File: config.mk
export PLATFORM = sky130hd
export DESIGN_NAME = universal_shift_reg
export DESIGN_NICKNAME = d
export VERILOG_FILES = /design/src/rtl/universal_shift_reg.sv
export SDC_FILE = /design/constraint.sdc
export NUM_CORES = 1
export LEC_CHECK = 0
export ABC_CLOCK_PERIOD_IN_PS = 2400
export CAP_MARGIN = 10
export CORE_ASPECT_RATIO = 0.6
export CORE_UTILIZATION = 47
export DETAILED_ROUTE_END_ITERATION = 10
export GPL_TIMING_DRIVEN = 0
export PLACE_DENSITY = 0.88
export SLEW_MARGIN = 20
export SYNTH_ARGS = -nofsm -noshare
export SYNTH_HDL_FRONTEND = slang
export SYNTH_SLANG_ARGS = --single-unit
export TNS_END_PERCENT = 30
File: constraint.sdc
create_clock -name CLK -period 2.4 [get_ports CLK]
set_clock_uncertainty 0.2 [all_clocks]
set_input_delay 0.36 -clock CLK [delete_from_list [all_inputs] [get_ports CLK]]
set_output_delay 0.36 -clock CLK [all_outputs]
set_load 0.01 [all_outputs]
File: src/rtl/universal_shift_reg.sv
// Universal shift register: parallel load, shifts/rotates/arith shift, free-run and counted bursts.
// Optional USR_PARITY_EN macro adds a registered Parity output tracking XOR of Q.
module universal_shift_reg #(
  parameter int BITS = 8,
  parameter int CW   = $clog2(BITS+1)
) (
  input  logic            CLK,
  input  logic            RST,
  input  logic            Load,
  input  logic [BITS-1:0] data,
  input  logic [2:0]      Mode,
  input  logic            En,
  input  logic            Start,
  input  logic [CW-1:0]   Count,
  input  logic            SerInL,
  input  logic            SerInR,
  output logic [BITS-1:0] Q,
  output logic            SerOutL,
  output logic            SerOutR,
  output logic            Busy,
  output logic            Done
`ifdef USR_PARITY_EN
  ,
  output logic            Parity
`endif
);

  logic [BITS-1:0] q_q, q_d;
  logic [2:0]      mode_q, mode_d;
  logic [CW-1:0]   rem_q, rem_d;
  logic            busy_q, busy_d;
  logic            done_q, done_d;

  function automatic logic [BITS-1:0] apply_op(input logic [2:0] m,
                                                input logic [BITS-1:0] v,
                                                input logic sl,
                                                input logic sr);
    logic [BITS-1:0] r;
    case (m)
      3'b001:  r = {v[BITS-2:0], sr};
      3'b010:  r = {sl, v[BITS-1:1]};
      3'b011:  r = {v[BITS-2:0], v[BITS-1]};
      3'b100:  r = {v[0], v[BITS-1:1]};
      3'b101:  r = {v[BITS-1], v[BITS-1:1]};
      default: r = v;
    endcase
    return r;
  endfunction

  always_comb begin
    q_d    = q_q;
    mode_d = mode_q;
    rem_d  = rem_q;
    busy_d = busy_q;
    done_d = 1'b0;
    if (Load) begin
      // Load aborts any burst silently
      q_d    = data;
      busy_d = 1'b0;
      rem_d  = '0;
    end else if (busy_q) begin
      q_d   = apply_op(mode_q, q_q, SerInL, SerInR);
      rem_d = rem_q - 1'b1;
      if (rem_q == CW'(1)) begin
        busy_d = 1'b0;
        done_d = 1'b1;
      end
    end else if (Start) begin
      mode_d = Mode;
      rem_d  = Count;
      if (Count != '0) busy_d = 1'b1;
      else             done_d = 1'b1;
    end else if (En) begin
      q_d = apply_op(Mode, q_q, SerInL, SerInR);
    end
  end

  always_ff @(posedge CLK) begin
    if (RST) begin
      q_q    <= '0;
      mode_q <= 3'b000;
      rem_q  <= '0;
      busy_q <= 1'b0;
      done_q <= 1'b0;
    end else begin
      q_q    <= q_d;
      mode_q <= mode_d;
      rem_q  <= rem_d;
      busy_q <= busy_d;
      done_q <= done_d;
    end
  end

`ifdef USR_PARITY_EN
  logic parity_q;
  // Tracking next Q keeps parity aligned with the Q it describes
  always_ff @(posedge CLK) begin
    if (RST) parity_q <= 1'b0;
    else     parity_q <= ^q_d;
  end
  assign Parity = parity_q;
`endif

  assign Q       = q_q;
  assign SerOutL = q_q[BITS-1];
  assign SerOutR = q_q[0];
  assign Busy    = busy_q;
  assign Done    = done_q;

endmodule

-- After elaboration in Yosys (flattened, before gate mapping)
Index checks and enable logic that the tools add are counted.
- flip-flop bits (word level): 17
- bits in latches: 0
- RAM bits: 0
- memory bits (read-only): 0
- input port bits: 22
- output and inout port bits: 12
- logic and storage cells: 50
- memories: 0
- add/sub/neg operators: 1
- multipliers: 0
- div/mod/pow operators: 0
- order comparisons: 0
- eq/ne operators: 16
- shift-type cells: 0
- multiplexer cells: 16
- bitwise operators: 2
- reduce and logical (&&, ||, !) cells: 9
- operators by type and width (operator ; count):
    $pmux W8 S5 ; 2
    $mux W8 ; 4
    $eq A3 B2 Y1 const B ; 4
    $eq A3 B3 Y1 const B ; 4
    $mux W1 ; 8
    $mux W4 ; 2
    $ne A7 B2 Y1 const B ; 1
    $reduce_bool A7 Y1 ; 1
    $eq A3 B1 Y1 const B ; 2
    $ne A3 B3 Y1 const B ; 2
    $ne A6 B2 Y1 const B ; 1
    $reduce_and A6 Y1 ; 1
    $reduce_bool A6 Y1 ; 1
    $eq A4 B1 Y1 const B ; 1
    $reduce_and A4 Y1 ; 1
    $reduce_bool A4 Y1 ; 1
    $sub A4 B1 Y4 const B ; 1
    $ne A3 B2 Y1 const B ; 1
    $reduce_and A3 Y1 ; 1
    $reduce_bool A3 Y1 ; 1
    $not A1 Y1 ; 2
    $reduce_bool A2 Y1 ; 1
    $reduce_or A2 Y1 ; 1

-- Longest topological paths before layout
Gate-level depths: netlist of run 1.
- word-level depth: 6
- mapped depth: 7
- gate-level depth less buffers: 7

-- Worst setup path before layout of run 1
OpenSTA, ideal clock, no wires.
- path kind: input to register
- start: input Mode[1]
- end: register q_q[3], in the netlist Q[3]
- setup time: 0.079 ns
- data arrival time: 1.728 ns
- required time: 2.121 ns
- setup slack: 0.393 ns
- cell stages on the path: 6
- buffers on the path: 0
- path through: inv_1 -> ha_1 -> or3_1 -> o2bb2ai_1 -> a222oi_1 -> a211oi_2
- word-level cells in the longest chain between the ends: 6
- elaborated cells between the ends (all ways): 12
- those cells by class: eq/ne: 5; mux: 5; reduce/logical: 2
- ends and longest elaborated chain (what ; line ; text):
    start: declaration ; 11 ; input logic [2:0] Mode,
    $eq A3 B3 Y1 (tied with other cells) ; 39 ; case (m)
    $pmux W8 S5 ; 39 ;
    $mux W8 ; 73 ; end else if (En) begin
    $mux W8 ; 68 ; end else if (Start) begin
    $mux W8 ; 61 ; end else if (busy_q) begin
    $mux W8 ; 56 ; if (Load) begin
    end signal: assignment ; 86 ; q_q <= q_d;
    end: declaration ; 28 ; logic [BITS-1:0] q_q, q_d;
Several ways; a longest one is shown, not always the timed one. The select of a mux whose other input is x is not followed.
A chain may end at the register's enable or synchronous reset.

-- Worst setup path after layout of run 1
- start: input Mode[2]
- end: register q_q[4], in the netlist Q[4]
Same word-level chain as after synthesis.

==> summary by stage, run 1 <==
Global route
The total overflow reported by the global router is 0. The via count of the first global-routing pass is 1233. Across every metal layer, demand over resource in global routing totals 0.2837. The initial antenna violation count is 0.

Entering global routing, the biggest net connects 11 pins. The first-pass GRT wire length is 5865 um.

Detailed routing
The number of search-and-repair iterations in the first detailed-routing pass is 4. After detailed routing, the number of vias per cell comes to 6.092. The number of routed nets with antenna violations is 0. Detailed routing inserted a total of 1328 vias.

For this run, design rule violations remaining after detail routing come to 0. The total detailed-routing wirelength is 3594 um. The post-detailed-route wirelength per cell is 16.49 um. The detailed router finished its first iteration with 140 violations.

Clock network
TritonCTS built the clock tree. The clock passes through at most 2 buffers. The sink count of the clock tree is 17.

The clock-pin slew on the worst setup and hold paths is 0.07 ns. TritonCTS created 3 clock buffers. CTS built an H-tree with a depth of 1. The root buffer cell chosen for the clock tree is clkbuf_8. Buffers added to address setup during post-CTS repair amount to 0.

The clock latency reported for the late side of the worst-skew pair is 0.26 ns.

Floorplanning
Pin placement for this block handled 34 I/O pins. The die covers 2804 um^2. The number of rows in the core area is 13. The placeable core area is 2310 um^2. The initial core utilization is 0.5271. The chip width is 67.71 um. The floorplan step set the die height to 41.42 um.

Synth
The cell count after synthesis is 151. The commonest cells after synthesis are nor2_1 (20), dfxtp_1 (17), a21oi_1 (11). Sorting the synthesized cells by area gives the leading types as dfxtp_1 (28%), mux2i_1 (6.6%), nor2_1 (6.2%). The share of synthesized flip-flops with an asynchronous set or reset is 0. Synthesis produced a netlist with a net count of 177. The synthesized netlist contains 47 unique library cells.

The most frequently used flop master after synthesis is dfxtp_1. Of all cell types, the one taking the most synthesized area is dfxtp_1. The mapped netlist covers 1217 um^2.

Yosys printed 0 warnings. In this run, synthesis inferred 0 flip-flops with an integrated enable. The share of the synthesized area in the top cell type is 0.2795. The most numerous cell in the Yosys netlist is nor2_1. The per-instance average area after synthesis is 8.062 um^2.

The number of flip-flops and latches in the synthesized netlist is 17. Of the synthesized area, sequential elements account for 0.2795.

Worst setup path
Of all nets on the critical path, the largest fanout is 8. The type of element launching the critical path is a primary input. Data arrives at the worst endpoint at 2.16 ns. The endpoint kind of the worst setup timing path is a flop. The worst setup path is of the primary input to flop kind. The critical path data required time is 2.37 ns.

Cells and area
The layout cell share with drive strength beyond 1 is 0.09043. Summing all multi-input logic gate instances after layout gives 805.8 um^2. After the last flow step, the layout net total stands at 215. The final antenna diode count is 0.

The cell area after layout is 1644 um^2. The area growth from synthesis to layout is 35.05%. Fill cells in the final layout number 177. In the final layout, flip-flops and latches occupy 340.3 um^2.

Hold path
The worst hold path belongs to the class primary input to flop.

STA
The final hold violation count is 0. Based on the critical path, the design can be clocked at up to 0.4556 GHz. The shortest clock period the worst path allows after layout is 2.195 ns. Headroom to the max-slew limit came out at 0.6496. The worst-margin pin slew is 0.5257 ns.

The number of max-slew violations in the final report is 0. Dividing the final minimum period by the clock period gives 0.9146. Setup violations remaining at the end of the flow were counted as 0. Setup repair after global routing left no endpoint under its margin.

Place
At the end of routability-driven placement, the weighted congestion stood at 0.9725. The placed instances occupy a cell area of 1585 um^2. The count of input and output buffers is 33. After legalization and detailed placement, the total HPWL measured 2716 um.

Power
IR analysis of the VDD net gives a maximum drop of 0.3232 mV. The total chip power is 0.8190 mW. For this design the ratio of total power to cell area is 498.2 nW/um^2. Summed over all cells, the static leakage comes to 0.6172 nW.

Run status
The run finished with clean final reports.

Run
The max-cap violation count is 0.
state kept, by name, summed over array words and instances, names as in the netlist:
name / count
Q: 8
rem_q: 4
mode_q: 3
Busy: 1
Done: 1
critical path, stage by stage:
cell           delay [ns]
dlygate4sd2_1        0.38
ha_1                 0.37
or3_1                0.46
o2bb2ai_4            0.24
a22oi_1              0.09
a211oi_1             0.26
metal layers:
layer	vias up	part of all wire	track usage	routed length, um
li1	639	-	-	-
met1	614	0.47	0.4150	1691
met2	70	0.42	0.4099	1506
met3	5	0.10	0.06868	369
met4	0	0.0075	0.06809	27
met5	-	0	0	0
logic make-up after synthesis:
kind of cell,count (synthesis),synth area share
AOI/OAI and AO/OA,51,0.3094
adders and majority gates,4,0.04111
and+or+nand+nor,52,0.2138
buffers and inverters,17,0.07399
xor gates and xnor gates,1,0.007196
muxes,9,0.07503
DFF,17,0.2796
through the flow:
stage	util	cells	setup TNS, ns	worst slack (ns)	hold WS [ns]
after global placement	0.6863	214	-3.644	-0.5774	0.2779
after floorplan	-	151	0	0.3930	0.2279
after CTS	0.7134	218	0	0.09081	0.3104
final	0.7118	218	0	0.2050	0.2881
after detailed placement	0.6863	214	-4.074	-0.6159	0.2979
after global routing	0.7118	218	0	0.1348	0.3155
cell usage in the layout (no fill, tap or decap), types with 2 or more instances in the layout:
cell / netlist / final
a311oi_1: 2 / 2
dfxtp_1: 17 / 17
nor2b_1: 5 / 5
o21ai_0: 7 / 7
clkbuf_1: 4 / 4
clkbuf_8: 0 / 3
or3_1: 2 / 2
a21oi_1: 11 / 11
ha_1: 4 / 4
a211oi_1: 7 / 7
a22oi_1: 4 / 4
nor2_1: 20 / 20
nand2b_1: 2 / 2
nand2_1: 8 / 8
clkdlybuf4s50_1: 0 / 31
buf_4: 3 / 3
a222oi_1: 2 / 2
inv_1: 8 / 8
buf_6: 2 / 2
and3b_1: 2 / 2
a221oi_1: 2 / 2
nor3_1: 5 / 5
mux2i_1: 8 / 8
where the power goes:
part	switching, mW	internal (mW)	total (mW)	leakage (nW)
Sequential	0.0301	0.303	0.334	0.140
Clock	0.107	0.116	0.222	0.0255
Combinational	0.127	0.136	0.263	0.452
Total	0.264	0.555	0.819	0.617
final cells by class:
cell class | count | share of cell area
multi-input combinational | 117 | 0.4901
clock inverter | 1 | 0.003044
tap | 30 | 0.02283
sequential | 17 | 0.2070
timing repair buffer | 33 | 0.1971
clock buffer | 3 | 0.02511
buffer | 9 | 0.03653
inverter | 8 | 0.01826
worst paths after layout:
kind	startpoint	to	slack, ns	cells after the start
setup / recovery	Mode[2]	Q[4]	0.20	6
setup reg to reg	mode_q[2]	Q[3]	0.43	6
hold / removal	Mode[1]	mode_q[1]	0.29	3
hold reg to reg	rem_q[3]	rem_q[3]	0.31	2
what timing repair did:
| item | in CTS | in global routing |
|---|---|---|
| hold buffers | 0 | 0 |
| resized for setup | 4 | 2 |
| pin swaps | 0 | 0 |
| endpoints found under the setup margin | 8 | 4 |
(Power assumes the default switching activity.)
==> inputs of run 2 (changes only) <==
--- a/config.mk
+++ b/config.mk
@@ -6,9 +6,10 @@
 export NUM_CORES = 1
 export LEC_CHECK = 0
 export ABC_CLOCK_PERIOD_IN_PS = 2400
-export CAP_MARGIN = 10
+export CAP_MARGIN = 15
 export CORE_ASPECT_RATIO = 0.6
 export CORE_UTILIZATION = 47
+export CTS_CLUSTER_SIZE = 12
 export DETAILED_ROUTE_END_ITERATION = 10
 export GPL_TIMING_DRIVEN = 0
 export PLACE_DENSITY = 0.88
==> results of run 2 <==
Final layout, timing and power as in run 1 (identical DEF).
==> inputs of run 3 (changes only) <==
--- a/config.mk
+++ b/config.mk
@@ -5,10 +5,12 @@
 export SDC_FILE = /design/constraint.sdc
 export NUM_CORES = 1
 export LEC_CHECK = 0
+export ABC_AREA = 1
 export ABC_CLOCK_PERIOD_IN_PS = 2400
 export CAP_MARGIN = 15
 export CORE_ASPECT_RATIO = 0.6
-export CORE_UTILIZATION = 47
+export CORE_MARGIN = 10
+export CORE_UTILIZATION = 49
 export CTS_CLUSTER_SIZE = 12
 export DETAILED_ROUTE_END_ITERATION = 10
 export GPL_TIMING_DRIVEN = 0
==> summary by stage, run 3 <==
Synth
The netlist area before placement is 1390 um^2 (+14%). The most frequently used flop master after synthesis is dfxtp_1. Summed over all instances, the cell type with the most area after synthesis is dfxtp_1. The share of synthesized flip-flops with an asynchronous set or reset is 0 (unchanged).

The number of nets in the synthesized netlist came to 259 (+46%). After synthesis, the cell types taking the most area are dfxtp_1 (24%), nand2_1 (21%), nand3_1 (10%). The count of flip-flops with a built-in enable after synthesis was 0 (unchanged).

The sequential share of the synthesized area is 0.2448 (-0.03472). The cell count after synthesis is 233 (+54%). The number of flip-flops and latches in the synthesized netlist is 17 (unchanged).

The number of warnings issued by yosys came to 0 (unchanged). The share of the synthesized area in the top cell type is 0.2448 (-0.03472). The count of unique library cells instantiated by Yosys was 28 (-40%).

The per-instance average area after synthesis is 5.966 um^2 (-26%). The most numerous cell in the Yosys netlist is nand2_1. The commonest cells after synthesis are nand2_1 (79), nand3_1 (28), inv_1 (25).

Clock network
The clock latency reported for the late side of the worst-skew pair is 0.26 ns (about the same). TritonCTS built the clock tree. The sink count of the clock tree was 17 (unchanged). The post-CTS resize count was 0 (-4). The post-CTS repair timing setup buffer count is 0 (unchanged). The clock tree buffer depth is 2 (unchanged).

The tree is rooted in a clkbuf_8. The number of buffers added to fix hold violations after cts came to 0 (unchanged). The clock-pin slew on the worst setup and hold paths is 0.07 ns (about the same).

The clock buffer count from CTS is 3 (unchanged). The total number of H-tree levels is 1 (unchanged).

STA
The number of max-slew violations in the final report is 0 (unchanged). The shortest clock period the worst path allows after layout is 2.194 ns (-0.001075 ns). Setup repair after global routing left no endpoint under its margin. The final hold violation count is 0 (unchanged). The count of final setup violators is 0 (unchanged). The fmax is 0.4558 GHz (about the same). The worst slew margin relative to its limit came to 0.7438 (+0.09428). The post-route setup TNS is 0 ns (unchanged).

The worst-margin pin slew is 0.3807 ns (-0.1449 ns). The fraction of the cycle the final worst path needs was 0.9141 (about the same).

Global route
The total routing resource utilization after global routing came to 0.1588 (-0.1248). The most congested layer reported by global routing is met2. The total overflow reported by the global router is 0 (unchanged). The routing usage on met3 is 0.05270 (-0.01598). The maximum number of pins on one net before global-route repair is 11 (unchanged). The fraction of met1 tracks used by global routing is 0.2113 (-0.2037). The met2 track utilization from global routing is 0.2469 (-0.1630). The initial antenna violation count is 0 (unchanged). The via count of the first global-routing pass is 1470 (+19%).

The first-pass GRT wire length is 6796 um (+16%).

Worst setup path
The largest individual stage delay along the critical path comes from the cell clkdlybuf4s50_1. The minimum setup slack among reg-to-reg paths is 0.72 ns (+0.29 ns). Among the stages of the critical path, the cell type that occurs most often is nand2_1. The startpoint of the most critical register-to-register path is Busy.

The largest stage delay on the critical path came to 0.58 ns (+0.12 ns). The critical path data required time is 2.36 ns (about the same). The data arrival time of the critical path is 2.16 ns (about the same). The worst setup path is of the primary input to flop kind. The number of cell instances on the worst register-to-register path is 8 (+2). The maximum net fanout on the critical path was 8 (unchanged). The critical path goes through clkdlybuf4s50_1 > inv_2 > ha_1 > inv_1 > o21ai_2 > nand2_1 > nand2_1 > nand2_1 > nand2_2 > nor2_1 > nor2_1. The endpoint kind of the worst setup timing path is a flop.

The end of the worst register-to-register path is Q[1]. The type of element launching the critical path is a primary input.

Hold path
The worst hold path cell count is 2 (-1). The worst hold path endpoint is rem_q[3]. The startpoint identified for the worst hold timing path is rem_q[3]. The worst hold-check path type is flop to flop.

Place
The detailed-placement wirelength estimate is 3149 um (+16%). The final weighted congestion in routability-driven placement came to 0.9070 (-6.7%). The count of input and output buffers was 33 (unchanged).

Detailed routing
The number of search-and-repair iterations in the first detailed-routing pass is 4 (unchanged). The total vias in the final route came to 1538 (+16%). The average via count per standard cell came to 5.093 (-16%). The number of design rule violations left after detail routing is 0 (unchanged). The DRC violation total after the first TritonRoute iteration is 156 (+11%). The number of routed nets with antenna violations came to 0 (unchanged). The post-detailed-route wirelength per cell came to 13.14 um (-20%).

The total detailed-routing wirelength is 3969 um (+10%).

Power
The areal power density over the cells was 481.6 nW/um^2 (-3.3%). The worst IR drop on VDD is 0.2437 mV (-25%). The total chip power is 0.8696 mW (+6.2%). The static leakage is 0.8692 nW (+41%).

Run status
The flow ran to the end, and the final reports show no timing, DRC or antenna violations.

Cells and area
The layout cell share with drive strength beyond 1 is 0.1074 (+0.01698). The number of flip-flops under the largest register name is 8 (unchanged). The layout overhead on the synthesized area is 29.88%. The most common library cell in the layout ignoring fill and taps is nand2_1. The final antenna diode count came to 0 (unchanged). In the layout the commonest cells are nand2_1 (79), clkdlybuf4s50_1 (33), nand3_1 (28), inv_1 (25), nor2_1 (24). The utilization after layout is 0.6918 (-0.02005). The count of nets after finishing is 297 (+38%).

Floorplanning
The initial core utilization is 0.5326 (+0.005512). The overall die area was 5437 um^2 (+94%). The number of rows in the core area is 14 (+1). The top-level I/O count is 34 (unchanged). The placeable core area is 2610 um^2 (+13%). The die outline height is 61.26 um (+48%).

The chip width is 88.76 um (+31%).

Run
The max-cap violation count is 0 (unchanged).
==> run 3: cell types whose count changed after synthesis, sizes merged, moves of 4 or more <==
cell,delta
clkbuf,-4
mux2i,-8
nand2,+78
a22oi,-4
a211oi,-8
nor2b,-5
o21ai,+8
nor2,+6
nand3,+29
nor3,-4
inv,+23
a21oi,-4
==> run 3: cell type report <==
class,instances,area [um^2]
fillers,227,804.5
plain buffers,5,42.54
flip-flops and latches,17,340.3
inverters,31,116.4
clock buffers,4,45.04
repair buffers,33,330.3
well taps,32,40.04
multi-input cells,180,890.9
==> run 3: layer usage <==
metal / up-vias / wire [um]
met5: - / 0
met4: 0 / 16
met3: 4 / 437
met2: 61 / 1664
met1: 661 / 1850
li1: 812 / -
==> run 3: cells by family (layout without fill, tap and decap cells) <==
group,after synthesis,count (layout),share of synthesized area
adder cells (fa/ha/maj),4,4,0.03601
flip-flops,17,17,0.2448
buffers and inverters,36,73,0.1143
AND/OR/NAND/NOR,149,149,0.4887
AO/OA/AOI/OAI,27,27,0.1161
==> run 3: per-stage QoR <==
stage / setup slack (ns) / area (um^2) / cells / hold WS [ns]
2_1_floorplan: 0.7711 / 1390 / 233 / 0.2771
3_3_place_gp: -0.04193 / 1760 / 298 / 0.3067
3_5_place_dp: -0.06840 / 1760 / 298 / 0.3183
4_1_cts: 0.2009 / 1805 / 302 / 0.3273
5_1_grt: 0.007946 / 1805 / 302 / 0.3623
6_report: 0.2061 / 1805 / 302 / 0.3239
==> run 3: worst max path at each step <==
stage / end / depth (start not counted) / slack (ns) / startpoint
after detailed placement: Q[6] / 11 / -0.07 / Mode[1]
after floorplan: Q[2] / 10 / 0.77 / Mode[1]
after global routing: Q[5] / 11 / 0.008 / Mode[1]
after global placement: Q[6] / 11 / -0.04 / Mode[1]
final: Q[6] / 11 / 0.21 / Mode[1]
after CTS: Q[6] / 11 / 0.20 / Mode[1]
==> run 3: worst max-delay path: cells and delay by family <==
family	cells	cell delay [ns]
AOI/OAI and AO/OA	1	0.18
adders and majority gates	1	0.33
buffers and inverters	3	0.91
and+or+nand+nor	6	0.37
==> run 3: report_power, final <==
group / total [mW] / switching (mW) / internal (mW) / leakage (nW)
Sequential: 0.336 / 0.0316 / 0.305 / 0.140
Clock: 0.226 / 0.107 / 0.118 / 0.0228
Combinational: 0.308 / 0.166 / 0.142 / 0.706
Total: 0.870 / 0.305 / 0.565 / 0.869
